### src/rtl/bus_port_pkg.sv
// Purpose: shared defaults and packet type for the bus port adapter and its bench.
// Latency: n/a (types and constants only).
// Backpressure: n/a.
package bus_port_pkg;

    localparam int pckg_sz_dflt   = 16;
    localparam int deep_fifo_dflt = 8;

    typedef logic [pckg_sz_dflt-1:0] pkt_t;

    // Occupancy counters need one extra bit so a full queue (count == depth)
    // is distinguishable from an empty one.
    function automatic int cnt_w(input int depth);
        return $clog2(depth) + 1;
    endfunction

endpackage

### src/rtl/bus_port_adapter_if.sv
// Purpose: agent/bus-side signal bundle of one bus port adapter.
// Latency: n/a (wiring only).
// Backpressure: n/a; the adapter drives status, the environment drives requests.
// Ports: slave = adapter side, master = agent + bus generator/arbiter side.
interface bus_port_adapter_if #(
    parameter int pckg_sz   = bus_port_pkg::pckg_sz_dflt,
    parameter int deep_fifo = bus_port_pkg::deep_fifo_dflt
);
    localparam int CW = bus_port_pkg::cnt_w(deep_fifo);

    // agent -> TX queue
    logic               tx_push;
    logic [pckg_sz-1:0] tx_data;
    logic               tx_full;
    logic [CW-1:0]      tx_count;
    // TX queue -> bus
    logic               pndng;
    logic [pckg_sz-1:0] D_pop;
    logic               pop;
    // bus -> RX queue
    logic               push;
    logic [pckg_sz-1:0] D_push;
    // RX queue -> agent
    logic               rx_pop;
    logic               rx_valid;
    logic [pckg_sz-1:0] rx_data;
    logic [CW-1:0]      rx_count;
    // status
    logic               clr_sts;
    logic               tx_ovf;
    logic               rx_ovf;
    logic               pop_udf;

    modport slave (
        input  tx_push, tx_data, pop, push, D_push, rx_pop, clr_sts,
        output tx_full, tx_count, pndng, D_pop, rx_valid, rx_data, rx_count,
               tx_ovf, rx_ovf, pop_udf
    );

    modport master (
        output tx_push, tx_data, pop, push, D_push, rx_pop, clr_sts,
        input  tx_full, tx_count, pndng, D_pop, rx_valid, rx_data, rx_count,
               tx_ovf, rx_ovf, pop_udf
    );

endinterface

### src/rtl/sync_fwft_fifo.sv
// Purpose: single-clock show-ahead FIFO with per-cycle overflow/underflow events.
// Latency: write visible one cycle after the write edge; head shown with no read latency.
// Backpressure: write while full is dropped (ovf) unless a read frees the slot in the same cycle.
// Ports: wr/wdata write side; rd/rdata/empty read side; full/count occupancy;
//        ovf/udf are single-cycle event strobes (not sticky).
module sync_fwft_fifo
    import bus_port_pkg::*;
#(
    parameter int width = pckg_sz_dflt,
    parameter int depth = deep_fifo_dflt,
    localparam int CW   = cnt_w(depth)
) (
    input  logic             clk,
    input  logic             reset,
    input  logic             wr,
    input  logic [width-1:0] wdata,
    input  logic             rd,
    output logic [width-1:0] rdata,
    output logic             empty,
    output logic             full,
    output logic [CW-1:0]    count,
    output logic             ovf,
    output logic             udf
);

    localparam int AW = $clog2(depth);

    logic [width-1:0] mem [depth];
    logic [AW-1:0]    wptr;
    logic [AW-1:0]    rptr;
    logic             do_wr;
    logic             do_rd;

    // Full/empty come from the counter, so pointers may wrap freely.
    assign empty = (count == '0);
    assign full  = (count == CW'(depth));

    // A read on an empty queue is ignored; a write on a full queue only
    // lands when a read drains the head in the same cycle.
    assign do_rd = rd & ~empty;
    assign do_wr = wr & (~full | do_rd);

    // Full implies non-empty, so rd alone tells whether the slot is freed.
    assign ovf = wr & full & ~rd;
    assign udf = rd & empty;

    // Forced to zero when empty so stale memory never leaks to the output,
    // including straight after an asynchronous reset.
    assign rdata = empty ? '0 : mem[rptr];

    // Storage is not reset; only pointers and count carry state that matters.
    always_ff @(posedge clk) begin
        if (do_wr) begin
            mem[wptr] <= wdata;
        end
    end

    always_ff @(posedge clk or negedge reset) begin
        if (!reset) begin
            wptr  <= '0;
            rptr  <= '0;
            count <= '0;
        end else begin
            if (do_wr) begin
                wptr <= wptr + AW'(1);
            end
            if (do_rd) begin
                rptr <= rptr + AW'(1);
            end
            case ({do_wr, do_rd})
                2'b10:   count <= count + CW'(1);
                2'b01:   count <= count - CW'(1);
                default: count <= count;
            endcase
        end
    end

endmodule

### src/rtl/bus_port_adapter.sv
// Purpose: per-driver port adapter; TX queue agent->bus, RX queue bus->agent, sticky error flags.
// Latency: a push is visible (pndng / rx_valid) one cycle after its edge; heads are show-ahead.
// Backpressure: tx_full/rx_count exposed; writes into a full queue are dropped and flagged.
// Ports: clk, reset (async active-low); bus = bus_port_adapter_if.slave carrying
//        tx_push/tx_data/tx_full/tx_count, pndng/D_pop/pop, push/D_push,
//        rx_pop/rx_valid/rx_data/rx_count, clr_sts/tx_ovf/rx_ovf/pop_udf.
module bus_port_adapter
    import bus_port_pkg::*;
#(
    parameter int pckg_sz   = pckg_sz_dflt,
    parameter int deep_fifo = deep_fifo_dflt
) (
    input  logic                clk,
    input  logic                reset,
    bus_port_adapter_if.slave   bus
);

    logic tx_empty;
    logic tx_ovf_evt;
    logic tx_udf_evt;
    logic rx_empty;
    logic rx_ovf_evt;
    // RX full is already visible through rx_count, and an empty rx_pop is
    // deliberately not an error, so these two strobes go nowhere.
    logic rx_full_unused;
    logic rx_udf_unused;

    sync_fwft_fifo #(
        .width (pckg_sz),
        .depth (deep_fifo)
    ) u_tx_fifo (
        .clk   (clk),
        .reset (reset),
        .wr    (bus.tx_push),
        .wdata (bus.tx_data),
        .rd    (bus.pop),
        .rdata (bus.D_pop),
        .empty (tx_empty),
        .full  (bus.tx_full),
        .count (bus.tx_count),
        .ovf   (tx_ovf_evt),
        .udf   (tx_udf_evt)
    );

    sync_fwft_fifo #(
        .width (pckg_sz),
        .depth (deep_fifo)
    ) u_rx_fifo (
        .clk   (clk),
        .reset (reset),
        .wr    (bus.push),
        .wdata (bus.D_push),
        .rd    (bus.rx_pop),
        .rdata (bus.rx_data),
        .empty (rx_empty),
        .full  (rx_full_unused),
        .count (bus.rx_count),
        .ovf   (rx_ovf_evt),
        .udf   (rx_udf_unused)
    );

    assign bus.pndng    = ~tx_empty;
    assign bus.rx_valid = ~rx_empty;

    // Sticky flags are set-dominant: an event coinciding with clr_sts wins,
    // so no error can slip past a software clear.
    always_ff @(posedge clk or negedge reset) begin
        if (!reset) begin
            bus.tx_ovf  <= 1'b0;
            bus.rx_ovf  <= 1'b0;
            bus.pop_udf <= 1'b0;
        end else begin
            bus.tx_ovf  <= tx_ovf_evt | (bus.tx_ovf  & ~bus.clr_sts);
            bus.rx_ovf  <= rx_ovf_evt | (bus.rx_ovf  & ~bus.clr_sts);
            bus.pop_udf <= tx_udf_evt | (bus.pop_udf & ~bus.clr_sts);
        end
    end

endmodule

### src/flat_wrapper.sv
// flat-port wrapper written by rule: the top's interface ports become plain ports
module bus_port_adapter_flat import bus_port_pkg::*;
#(
    parameter int pckg_sz   = pckg_sz_dflt,
    parameter int deep_fifo = deep_fifo_dflt
)
  (clk, reset, bus_tx_push, bus_tx_data, bus_pop, bus_push, bus_D_push, bus_rx_pop, bus_clr_sts, bus_tx_full, bus_tx_count, bus_pndng, bus_D_pop, bus_rx_valid, bus_rx_data, bus_rx_count, bus_tx_ovf, bus_rx_ovf, bus_pop_udf);
  bus_port_adapter_if #(.pckg_sz(pckg_sz), .deep_fifo(deep_fifo)) bus_i ();
  input  logic clk;
  input  logic reset;
  input wire logic [$bits(bus_i.tx_push)-1:0] bus_tx_push;
  input wire logic [$bits(bus_i.tx_data)-1:0] bus_tx_data;
  input wire logic [$bits(bus_i.pop)-1:0] bus_pop;
  input wire logic [$bits(bus_i.push)-1:0] bus_push;
  input wire logic [$bits(bus_i.D_push)-1:0] bus_D_push;
  input wire logic [$bits(bus_i.rx_pop)-1:0] bus_rx_pop;
  input wire logic [$bits(bus_i.clr_sts)-1:0] bus_clr_sts;
  output wire logic [$bits(bus_i.tx_full)-1:0] bus_tx_full;
  output wire logic [$bits(bus_i.tx_count)-1:0] bus_tx_count;
  output wire logic [$bits(bus_i.pndng)-1:0] bus_pndng;
  output wire logic [$bits(bus_i.D_pop)-1:0] bus_D_pop;
  output wire logic [$bits(bus_i.rx_valid)-1:0] bus_rx_valid;
  output wire logic [$bits(bus_i.rx_data)-1:0] bus_rx_data;
  output wire logic [$bits(bus_i.rx_count)-1:0] bus_rx_count;
  output wire logic [$bits(bus_i.tx_ovf)-1:0] bus_tx_ovf;
  output wire logic [$bits(bus_i.rx_ovf)-1:0] bus_rx_ovf;
  output wire logic [$bits(bus_i.pop_udf)-1:0] bus_pop_udf;
  assign bus_i.tx_push = bus_tx_push;
  assign bus_i.tx_data = bus_tx_data;
  assign bus_i.pop = bus_pop;
  assign bus_i.push = bus_push;
  assign bus_i.D_push = bus_D_push;
  assign bus_i.rx_pop = bus_rx_pop;
  assign bus_i.clr_sts = bus_clr_sts;
  assign bus_tx_full = bus_i.tx_full;
  assign bus_tx_count = bus_i.tx_count;
  assign bus_pndng = bus_i.pndng;
  assign bus_D_pop = bus_i.D_pop;
  assign bus_rx_valid = bus_i.rx_valid;
  assign bus_rx_data = bus_i.rx_data;
  assign bus_rx_count = bus_i.rx_count;
  assign bus_tx_ovf = bus_i.tx_ovf;
  assign bus_rx_ovf = bus_i.rx_ovf;
  assign bus_pop_udf = bus_i.pop_udf;
  bus_port_adapter #(.pckg_sz(pckg_sz), .deep_fifo(deep_fifo)) u_core (.clk(clk), .reset(reset), .bus(bus_i));
endmodule
### config.mk
export PLATFORM = sky130hd
export DESIGN_NAME = bus_port_adapter_flat
export DESIGN_NICKNAME = d
export VERILOG_FILES = /design/src/rtl/bus_port_pkg.sv /design/src/rtl/bus_port_adapter_if.sv /design/src/rtl/sync_fwft_fifo.sv /design/src/rtl/bus_port_adapter.sv /design/src/flat_wrapper.sv
export SDC_FILE = /design/constraint.sdc
export NUM_CORES = 1
export LEC_CHECK = 0
export ABC_AREA = 1
export ABC_CLOCK_PERIOD_IN_PS = 2500
export CAP_MARGIN = 10
export CORE_MARGIN = 3
export CORE_UTILIZATION = 58
export CTS_CLUSTER_DIAMETER = 100
export DETAILED_ROUTE_END_ITERATION = 10
export PLACE_DENSITY = 0.79
export SKIP_CTS_REPAIR_TIMING = 1
export SYNTH_ARGS = -nofsm -noshare
export SYNTH_HDL_FRONTEND = slang
export SYNTH_SLANG_ARGS = --single-unit
### constraint.sdc
create_clock -name clk -period 2.5 [get_ports clk]
set_input_delay 0.5 -clock clk [delete_from_list [all_inputs] [get_ports clk]]
set_output_delay 0.5 -clock clk [all_outputs]
set_load 0.02 [all_outputs]
Yosys cells after proc, flatten, opt, wreduce, memory -nomap -nowiden --
Memories as Yosys holds them, arrays and structs flattened. Index checks and enable logic that the tools add are counted. Widths: inputs -> output; s select.
Cells by class: div/mod/pow operators 0, magnitude comparators 0, shifts and indexed selects 0, bitwise operators 24, multiply operators 0, equal/unequal tests 6, multiplexer cells 8, reduce and logical (&&, ||, !) cells 4, add/subtract/negate cells 8
Operators with widths (count):
- $mux 16 | 2
- $pmux 4 s2 | 2
- $add 3x1->3 const B | 4
- $and 1x1->1 | 12
- $add 4x1->4 const B | 2
- $eq 4x4->1 const B | 2
- $logic_not 4->1 | 2
- $sub 4x1->4 const B | 2
- $not 1->1 | 7
- $or 1x1->1 | 5
- $eq 2x1->1 const B | 2
- $eq 2x2->1 const B | 2
- $mux 1 | 4
- $reduce_bool 2->1 | 2
Storage, ports and cells: output and inout port bits 46, bits in read-only memories 0, RAM bits 256, bits in latches 0, memories kept 2, input bits 39, register bits 23
Memory list:
- u_core.u_rx_fifo.mem | words 8, bits a word 16, rd ports 1, clocked after Yosys merged registers in 0, write ports 1, RTL line sync_fwft_fifo.sv:28 | logic [width-1:0] mem [depth];
- u_core.u_tx_fifo.mem | words 8, bits a word 16, rd ports 1, clocked after Yosys merged registers in 0, write ports 1, RTL line sync_fwft_fifo.sv:28

Longest topological paths before layout --
word-level depth 7, gate-level depth with buffers 14, depth with buffers taken out 14

Hierarchy --
A second synthesis with hierarchy kept.
Unflattened totals: cells, all modules 925, area, all modules 11441.0 um2
By module, submodules not included:
- sync_fwft_fifo | instances 2, area each 5660.4 um2, cells each 455
- bus_port_adapter | instances 1, area each 120.1 um2, cells each 15

Least setup slack after synthesis --
Ideal clock, no wire load.
kind register to register, from register u_core.u_rx_fifo.count[1], to memory u_core.u_rx_fifo.mem[0][0] (netlist name) (enable), path slack 0.305 ns, arrival time 1.806 ns, setup time 0.388 ns, path buffers 0, stages on the path, launching flop included 8, path through dfrtp_1 -> inv_1 -> nand3_2 -> nor2_1 -> nand2_1 -> nand2_1 -> or2_4 -> nor2_1
Between the ends: cells in the longest elaborated chain, start to end 7
RTL lines:
- start: declaration | RTL line sync_fwft_fifo.sv:21 | output logic [CW-1:0] count,
- start signal: assignment | RTL line sync_fwft_fifo.sv:71 | 2'b10: count <= count + CW'(1);
- start signal: assignment | RTL line sync_fwft_fifo.sv:72 | 2'b01: count <= count - CW'(1);
- start signal: assignment | RTL line sync_fwft_fifo.sv:73 | default: count <= count;
- $logic_not 4->1 | RTL line sync_fwft_fifo.sv:35 | assign empty = (count == '0);
- $not 1->1 | RTL line sync_fwft_fifo.sv:40 | assign do_rd = rd & ~empty;
- $and 1x1->1 | RTL line sync_fwft_fifo.sv:40
- $or 1x1->1 (*) | RTL line sync_fwft_fifo.sv:41 | assign do_wr = wr & (~full | do_rd);
- $and 1x1->1 (*) | RTL line sync_fwft_fifo.sv:41
- $mux 1 (*) | RTL line sync_fwft_fifo.sv:53 | if (do_wr) begin
- $mux 1 (implied by the code) (*) | RTL line sync_fwft_fifo.sv:54 | mem[wptr] <= wdata;
- end: declaration | RTL line sync_fwft_fifo.sv:28
Mark *: on every way between the ends. The rest lies on a longest branch, timed or not.

Worst setup path after layout --
from register u_core.u_tx_fifo.rptr[0], to output port bus_D_pop[5]
Between the ends: cells in the longest elaborated chain, start to end 2
RTL lines:
- start: declaration | RTL line sync_fwft_fifo.sv:30 | logic [AW-1:0] rptr;
- start signal: assignment | RTL line sync_fwft_fifo.sv:68 | rptr <= rptr + AW'(1);
- $mem_v2 8x16
- $mux 16 | RTL line sync_fwft_fifo.sv:49 | assign rdata = empty ? '0 : mem[rptr];
- end: declaration | RTL line flat_wrapper.sv:21 | output wire logic [$bits(bus_i.D_pop)-1:0] bus_D_pop;
Every way passes these cells.

==> flow_metrics.py <==
metrics = {
    "setup_path": {
        "cp_common_cell": "nor2_1",
        "crit_buf_inv": 2,
        "cp-end-kind": "output pin",
        "critical_path_depth": 8,
        "timing.rr.start": "u_core.u_rx_fifo.count[1]$_DFFE_PN0P_",
        "crit_path_start_kind": "flip-flop",
        "worstSetupPathType": "flip-flop to output pin",
        "cpPeakStageDelay_ns": 0.50,
        "path_cells": "buf_12 -> nor2_1 -> nor2_1 -> o21ai_1 -> o211ai_1 -> nand2_1 -> nor2_2 -> buf_6",
        "slowest_stage": "dfrtp_2",
        "crit_arrival_ns": 2.05,
        "crit_path_max_fanout": 20,
        "crit_start": "u_core.u_tx_fifo.rptr[0]$_DFFE_PN0P_",
        "required_ns": 2.00,
        "crit_family": "flip-flops",
        "ff2ff_path_depth": 13,
    },
    "routing": {
        "wl_met1_mm": 9.85,
        "avgViaCountPerCell": 5.71,
        "first_iter_violations": 777,
        "wire_per_inst_um": 19.0,
        "dr_wl_met2_mm": 13.2,
        "top_layer": "met4",
        "drc": 0,
        "wl_met3_mm": 1.85,
        "vias": 7613,
        "wirelength_mm": 25.4,
        "drtPass1Iterations": 5,
        "ant_nets": 0,
    },
    "final_layout": {
        "syn_to_final_growth_pct": 23.9,
        "nFillCells": 1183,
        "final_cell_area_um2": 14200,
        "final_nets": 1105,
        "final_common_cell": "edfxtp_1",
        "drive_gt1_share_pct": 18.2,
        "final_cell_mix": "256 x edfxtp_1, 216 x nor2_1, 75 x nand2_1",
        "multi_input_area_um2": 2830,
        "seqCellArea_um2": 8270,
        "antennaDiodeCount": 0,
    },
    "timing": {
        "slew_headroom_pct": 73.3,
        "layout_setup_ws_ns": -0.0539,
        "setup_violations": 6,
        "min_period_ns": 2.55,
        "final_hold_viol_count": 0,
        "maxSlewViolCount": 0,
        "rsz0062_at_grt": "yes",
        "clock.fmax_mhz": 392,
        "worst_pin_slew_ns": 0.400,
        "clock-skew-final_ns": 0.0170,
        "post-route-period-util_pct": 102,
    },
    "synthesis": {
        "synthCells": 928,
        "syn-mean-instance-area_um2": 12.3,
        "synth_warnings": 0,
        "synth_fp_nets": 978,
        "yosysSeqAreaShare_pct": 72.2,
        "synth_top_cell_by_area": "edfxtp_1",
        "synthesis.area_um2": 11400,
        "synthDominantCellAreaShare_pct": 67.1,
        "ys_ff_latch": 279,
        "synth_area_leaders": "edfxtp_1 67%, nor2_1 7.7%, dfrtp_1 5.0%, o21ai_0 3.3%, o21ai_1 2.8%",
        "synth.distinct_cells": 31,
    },
    "min_path": {
        "hold_class": "primary input to async pin",
    },
    "floorplanning": {
        "chipHeight_um": 146,
        "row_count": 50,
        "io_pins": 85,
        "die_x_um": 146,
        "core_area_um2": 19000,
        "start_util_pct": 60.2,
        "dieArea_um2": 21500,
    },
    "cts": {
        "numCtsBuffers": 28,
        "cts_max_path_buffers": 3,
        "cts_num_sinks": 279,
        "insertion_delay_ns": 0.53,
        "clk_pin_slew_worst_paths_ns": 0.06,
        "htreeDepth": 1,
        "cts_tree": "built",
        "cts-root-buf": "clkbuf_16",
    },
    "placed_design": {
        "placed_area_um2": 13000,
        "pre_cts_ws_ns": 0.00255,
        "port_buffers": 84,
        "dp_hpwl_mm": 14.4,
        "gp_congestion": 0.773,
    },
    "power_and_ir_drop": {
        "power_mw": 18.3,
        "power.leakage_nw": 5.14,
        "peakVddDrop_uv": 973,
        "p_per_area_nw_per_um2": 1290,
    },
    "global_route": {
        "grt_pass1_vias": 7584,
        "grt_max_degree": 41,
        "grt_antenna_before_repair": 0,
        "grt.overflow.total": 0,
        "grt_pass1_wl_mm": 39.1,
        "grt.total_usage_pct": 22.7,
    },
    "job": {
        "cap_viol_max_count": 0,
    },
    "run_status": {
        "violations": "negative setup slack",
        "status": "finished, violations left",
    },
}
==> metrics by stage <==
stage               TNS, ns  hold slack, ns  util (%)  std cells
CTS                  -13.38           0.333      73.2       1325
finish               -0.145           0.331      74.6       1334
floorplan                 0           0.204         -        928
detailed placement        0           0.515      68.3       1276
global route          -1.24           0.365      74.6       1334
global placement          0           0.505      68.3       1276
==> sequential cells by signal (all words and copies together) (netlist names) <==
name,cells
u_core.bus.pop_udf,1
u_core.bus.rx_ovf,1
u_core.bus.tx_ovf,1
u_core.u_rx_fifo.count,4
u_core.u_rx_fifo.mem,128
u_core.u_rx_fifo.rptr,3
u_core.u_rx_fifo.wptr,3
u_core.u_tx_fifo.count,4
u_core.u_tx_fifo.mem,128
u_core.u_tx_fifo.rptr,3
u_core.u_tx_fifo.wptr,3
==> synthesized netlist by cell type <==
master / instances
edfxtp_1: 256
nor2_1: 234
nand2_1: 75
o21ai_0: 75
o21ai_1: 64
o22ai_1: 34
o211ai_1: 31
inv_1: 26
dfrtp_1: 23
buf_2: 17
nor2_2: 16
clkbuf_1: 14
buf_4: 10
ha_1: 10
inv_2: 7
xnor2_1: 6
buf_6: 5
nand3_1: 5
xor2_1: 5
clkbuf_2: 2
nand3_2: 2
or2_4: 2
a21oi_1: 1
a21oi_2: 1
a31oi_1: 1
buf_12: 1
fa_1: 1
nand2_2: 1
nand4_2: 1
o211ai_2: 1
or2_0: 1
==> final timing paths <==
check                                                   endpoint  slack [ns]
max in group asynchronous   u_core.u_rx_fifo.rptr[0]$_DFFE_PN0N_        1.91
max                                                 bus_D_pop[5]       -0.05
min                         u_core.u_tx_fifo.rptr[1]$_DFFE_PN0P_        0.33
min reg2reg                          u_core.bus.tx_ovf$_DFF_PN0_        0.52
max reg2reg                u_core.u_rx_fifo.count[3]$_DFFE_PN0P_        0.28
min in group clk                     u_core.bus.tx_ovf$_DFF_PN0_        0.52
==> cells by family (layout without fill, tap and decap cells) <==
family	after synthesis	in the layout	synth area share, %
and+or+nand+nor	337	337	11.8
DFF	279	279	72.2
AOI/OAI and AO/OA	208	208	10.3
buffers and inverters	82	228	3.69
adders and majority gates	11	11	1.27
xor gates and xnor gates	11	11	0.842
==> area by class of cell <==
type                       instances  share of cell area [%]
clock buffer                      33                    5.29
clock inverter                    16                    1.23
timing repair buffer             146                    12.0
sequential                       279                    58.3
tap                              260                    2.29
multi-input combinational        567                    20.0
inverter                          33                   0.979
==> per-layer routing <==
layer  GRT usage [%]  vias up
li1                -     3558
met1            29.7     3662
met2            40.4      339
met3            3.32       54
met4            5.50        0
met5               0        -
==> where the power goes <==
part	internal [mW]	total, mW	switching (mW)
combinational	3.26	8.00	4.74
sequential	5.82	6.14	0.322
clock	2.45	4.12	1.66
Power figures use the tool's default switching activity.
